**config.mk**
```make
export PLATFORM = sky130hd
export DESIGN_NAME = fetch_unit
export DESIGN_NICKNAME = d
export VERILOG_FILES = /design/src/rtl/fetch_unit.sv
export SDC_FILE = /design/constraint.sdc
export NUM_CORES = 1
export LEC_CHECK = 0
export ABC_AREA = 0
export BUFFER_PORTS_ARGS = -buffer_cell sky130_fd_sc_hd__buf_4
export CAP_MARGIN = 25
export CORE_ASPECT_RATIO = 0.6
export CORE_MARGIN = 1
export CORE_UTILIZATION = 31
export CTS_CLUSTER_SIZE = 28
export DETAILED_ROUTE_END_ITERATION = 16
export GPL_TIMING_DRIVEN = 0
export PLACE_DENSITY = 0.67
export RECOVER_POWER = 25
export REMOVE_ABC_BUFFERS = 1
export SLEW_MARGIN = 20
export SYNTH_ARGS = -nofsm -noshare
export SYNTH_HDL_FRONTEND = slang
export SYNTH_SLANG_ARGS = --single-unit
```
**constraint.sdc**
```tcl
create_clock -name clk -period 4.25 [get_ports clk]
set_input_delay 1.0625 -clock clk [delete_from_list [all_inputs] [get_ports clk]]
set_output_delay 1.0625 -clock clk [all_outputs]
set_load 0.01 [all_outputs]
```
**src/rtl/fetch_unit.sv**
```systemverilog
// Instruction-fetch stage: PC register, redirect/stall control and a registered IF/ID slot (1-cycle fetch latency, holds while out_ready=0).
// Optional FETCH_MISALIGN_TRAP_EN: misaligned redirects set a sticky trap and halt fetch instead of being aligned down.
module fetch_unit #(
   parameter int                ADDR_W      = 16,
   parameter int                INSTR_W     = 16,
   parameter int                INSTR_BYTES = 2,
   parameter logic [ADDR_W-1:0] RESET_ADDR  = '0
) (
   input  logic               clk,
   input  logic               reset,
   input  logic               pc_write,
   input  logic               redirect_valid,
   input  logic [ADDR_W-1:0]  redirect_addr,
   output logic [ADDR_W-1:0]  imem_addr,
   input  logic [INSTR_W-1:0] imem_rdata,
   output logic               out_valid,
   input  logic               out_ready,
   output logic [ADDR_W-1:0]  out_pc,
   output logic [ADDR_W-1:0]  out_pc_next,
   output logic [INSTR_W-1:0] out_instr,
   output logic               misalign_trap
);

   localparam logic [ADDR_W-1:0] STEP       = ADDR_W'(INSTR_BYTES);
   localparam logic [ADDR_W-1:0] ALIGN_MASK = ADDR_W'(INSTR_BYTES - 1);

   typedef struct packed {
      logic [ADDR_W-1:0]  pc;
      logic [ADDR_W-1:0]  pc_next;
      logic [INSTR_W-1:0] instr;
   } ifid_t;

   logic [ADDR_W-1:0] pc;
   logic [ADDR_W-1:0] pc_inc;
   logic [ADDR_W-1:0] target;
   ifid_t             ifid;
   logic              valid;
   logic              trap;
   logic              flush;
   logic              load;
   logic              fire;

   assign pc_inc = pc + STEP;

`ifdef FETCH_MISALIGN_TRAP_EN
   logic misaligned;
   assign misaligned = |(redirect_addr & ALIGN_MASK);
   assign target     = redirect_addr;
   // Once trapped, redirects no longer flush or load anything.
   assign flush      = redirect_valid & ~trap;
   assign load       = flush & ~misaligned;

   always_ff @(posedge clk) begin
      if (reset) begin
         trap <= 1'b0;
      end else if (flush & misaligned) begin
         trap <= 1'b1;
      end
   end
`else
   assign target = redirect_addr & ~ALIGN_MASK;
   assign flush  = redirect_valid;
   assign load   = redirect_valid;
   assign trap   = 1'b0;
`endif

   assign fire = pc_write & (~valid | out_ready) & ~trap;

   always_ff @(posedge clk) begin
      if (reset) begin
         pc    <= RESET_ADDR;
         valid <= 1'b0;
         ifid  <= '0;
      end else if (flush) begin
         // Redirect discards the held instruction and this cycle's rdata.
         valid <= 1'b0;
         if (load) begin
            pc <= target;
         end
      end else if (fire) begin
         ifid.pc      <= pc;
         ifid.pc_next <= pc_inc;
         ifid.instr   <= imem_rdata;
         valid        <= 1'b1;
         pc           <= pc_inc;
      end else if (valid & out_ready) begin
         valid <= 1'b0;
      end
   end

   assign imem_addr     = pc;
   assign out_valid     = valid;
   assign out_pc        = ifid.pc;
   assign out_pc_next   = ifid.pc_next;
   assign out_instr     = ifid.instr;
   assign misalign_trap = trap;

endmodule
```
After elaboration in Yosys (flattened, before gate mapping)
Index checks and enable logic that the tools add are counted.

Register bits: 65. Bits of input ports: 37. Output and inout port bits: 66. Logic and storage cells: 20.

$add $sub $neg: 1. Muxes and demuxes: 4. Bitwise gates (word level): 5. Reduce and logical (&&, ||, !) cells: 4.

Operator list (number): 2-to-1 mux 16 bit (2); adder 16 x 2 -> 16 bit, second input constant (1); nonzero test 2 bit (2); bitwise AND 1 bit (2); 2-to-1 mux 1 bit (2); NOT 1 bit (2); AND reduction 2 bit (1); OR reduction 2 bit (1); OR 1 bit (1).

Logic depth before layout (Yosys ltp)
Depth after elaboration: 5. Mapped depth: 6. Gate-level depth less buffers: 5.

Worst setup path before layout
No wires, ideal clock.

Kind: input -> register. Start point: input out_ready. End point: register pc[13], in the netlist imem_addr[13]. Library setup time: 0.091 ns. Arrival: 2.271 ns. Data required time: 4.159 ns. Slack: 1.888 ns. Cell stages on the path: 5. Buffers on the path: 1. Cells stage by stage: nor2b_4 -> buf_6 -> or3_4 -> or4_1 -> a311oi_1.

Word-level cells in the longest chain between the ends: 3.

Ends and longest elaborated chain: from (decl) (RTL line 17) `input logic out_ready,`; OR 1 bit (RTL line 67) `assign fire = pc_write & (~valid | out_ready) & ~trap;`; bitwise AND 1 bit (RTL line 67); nonzero test 2 bit (no source line); to (signal assigned) (RTL line 78) `pc <= target;`; to (signal assigned) (RTL line 85) `pc <= pc_inc;`; to (decl) (RTL line 33) `logic [ADDR_W-1:0] pc;`.

Every way passes these cells. A chain may end at the register's enable or synchronous reset.

Worst setup path after layout
Start point: input redirect_valid. End point: register ifid, in the netlist out_instr[14].

Word-level cells in the longest chain between the ends: 2.

Ends and longest elaborated chain: from (decl) (RTL line 12) `input logic redirect_valid,`; NOT 1 bit (no source line); AND reduction 2 bit (no source line); to (decl) (RTL line 36) `ifid_t ifid;`.

Every way passes these cells.

==> flow_summary.toml <==
[route]
drtAntennaViolNets = 0
num_vias = 2427
wirelength_mm = 7.16
viasPerCell = 4.71
drc = 0
wl_per_cell_um = 13.9
drt_pre_antenna_iters = 6
dr.first_iter.drc_count = 108

[sta]
tns_ps = 0
clock.fmax_mhz = 330
worst_pin_slew_ps = 922
max_slew_margin_pct = 38.4
hold_violations = 0
period_share_pct = 71.2
fin_worst_skew_ps = 5.50
rsz0062_at_grt = "no"
drv_slew = 0
fin_crit_ps = 3030
setup_violations = 0
holdWs_ps = 453

[place]
place.gp.congestion = 0.786
hpwlAfterDp_mm = 4.90
dpl.cell_count = 500
io_buffers = 97

[clock_tree]
numCtsBuffers = 9
ctsHoldBuffers = 0
cts_resized = 0
clock_path_buffers = 2
h-tree-depth = 3
clockRootBuffer = "clkbuf_16"
post-cts-setup-buffers = 0
clk_pin_slew_worst_paths_ps = 50
cts.sinks = 62
clk_latency_ps = 330
cts_tree = "done"

[die]
die_area_mm2 = 0.00885
num_rows = 25
pin_count = 103
die_w_um = 121
coreArea_mm2 = 0.00804
start_util_pct = 32.6
die_h_um = 73.3

[worst_setup_path]
cp-end-kind = "register"
start_kind = "primary input"
crit_family = "simple AND/OR/NAND/NOR gates"
arrival_ps = 3210
critPathRequiredTime_ps = 4430
max_stage_delay_ps = 830
cp_slowest_cell = "nand3_2"
crit_type = "in2reg"
crit_fanout = 33
crit_chain = "clkbuf_1 > inv_1 > nand3_2 > nand2_1 > a21oi_1"
crit_buf_inv = 2

[layout]
drive_gt1_share_pct = 22.9
multi_input_area_mm2 = 0.00125
area_delta_synth_final_pct = 36.8
antenna_cells = 0
nets = 441
seqCellArea_mm2 = 0.00124
final_cells = 515
nFillCells = 827

[global_routing]
grt_pass1_vias = 2199
overflow = 0
grtUsageTotal_pct = 16.8
grt_pass1_wl_mm = 11.2
antenna_found_initial = 0
grt_max_degree = 62

[pwr]
vdd_ir_drop_max_v = 0.000228
p_leak_nw = 1.35
power.density_mw_per_mm2 = 426

[logic_synthesis]
ys_seq_area_share_pct = 47.3
avgSynthCellArea_um2 = 8.22
ys.warnings.count = 0
synth-seq-cells = 62
synth_cell_type_count = 35
syn_area_mm2 = 0.00262
netlist_instances = 319

[status]
status = "completed"

[worst_hold_path]
min_path_type = "reg2reg"

[flow_run]
cap_viol_max_count = 0
## per-layer routing
| metal | global-route usage, % | wire, um | vias up |
|---|---|---|---|
| met2 | 23.4 | 2830 | 84 |
| li1 | - | - | 1261 |
| met1 | 23.1 | 3740 | 1075 |
| met4 | 5.35 | 52 | 0 |
| met5 | 0 | 0 | - |
| met3 | 7.45 | 536 | 7 |
## worst paths after layout
check	start	slack, ps	to	cells after the start
setup reg to reg	imem_addr[1]	2070	imem_addr[11]	5
hold / removal	out_pc[15]	450	out_pc[15]	2
hold reg to reg	out_pc[15]	450	out_pc[15]	2
setup / recovery	redirect_valid	1220	out_instr[14]	5
## sequential cells by signal, indices dropped and copies added (netlist names)
name / flops
out_valid: 1
out_pc: 15
imem_addr: 15
out_pc_next: 15
out_instr: 16
## worst min-delay path, cell delays in order (launching register included)
cell and delay (ps):
dfxtp_1 300, nand2_1 50, a21oi_1 50
## synth_stat cells
master      n  share of area, %
a211oi_1   19               5.4
a21oi_1    33               6.3
inv_1       1              0.14
conb_1      1              0.14
clkbuf_1   17               2.4
nor4_1      7               1.7
nand3_1     6               1.1
nor2_1     26               3.7
xnor2_1    14               4.7
o22ai_1     3              0.72
or4_1       1              0.29
or3_1       5               1.2
nor2b_4     1              0.52
nand4_1     6               1.4
buf_4       6               1.7
dfxtp_1    62                47
nand2_1    71                10
a31oi_1     3              0.72
ha_1        1              0.48
clkbuf_2    2              0.38
buf_6       1              0.43
nor3_2      1              0.38
o31ai_1     1              0.29
xor2_1      7               2.3
o21ai_0     2              0.38
nor3_1      3              0.57
a311oi_1    4               1.3
nand2b_1    2              0.48
buf_1       1              0.14
buf_2       3              0.57
or3_4       1              0.43
o2bb2ai_1   3               1.0
nand2_2     1              0.24
and2_1      3              0.72
inv_2       1              0.14
## per-stage QoR
stage	setup WS (ps)	area [um2]	utilization, %	total power, mW
floorplan	1040	2490	-	0.731
global placement	-159	3350	41.7	0.833
detailed placement	1380	3400	42.3	0.840
CTS	1720	3690	45.9	1.56
global route	996	3590	44.7	1.60
finish	1220	3590	44.7	1.53
## cells in the final DEF, fill, tap and decap left out, types with 9 or more instances in the layout
cell type	synthesis	layout
xnor2_1	14	14
dfxtp_1	62	62
buf_4	6	70
clkbuf_1	17	27
clkbuf_16	0	9
nand2_1	71	71
nor2_1	26	26
a211oi_1	19	19
a21oi_1	33	33
## kinds of logic after synthesis
group,share of synthesized area (%)
AOI/OAI and AO/OA,16.2
DFF,47.3
buffers and inverters,5.96
adders and majority gates,0.477
other,0.143
xor gates and xnor gates,7.01
and+or+nand+nor,22.9
## layout make-up
type	count	area share, %
sequential	62	34.6
tap	108	3.76
clock inverter	5	1.39
multi-input combinational	228	34.8
inverter	2	0.209
clock buffer	10	6.66
timing repair buffer	100	18.6
## report_power, final
group          switching, mW  total, mW  internal, mW  leakage, nW
sequential            0.0330      0.646         0.613        0.508
clock                  0.248      0.709         0.461        0.148
combinational         0.0916      0.173        0.0817        0.692
total                  0.372       1.53          1.16         1.35
(Power assumes the default switching activity.)
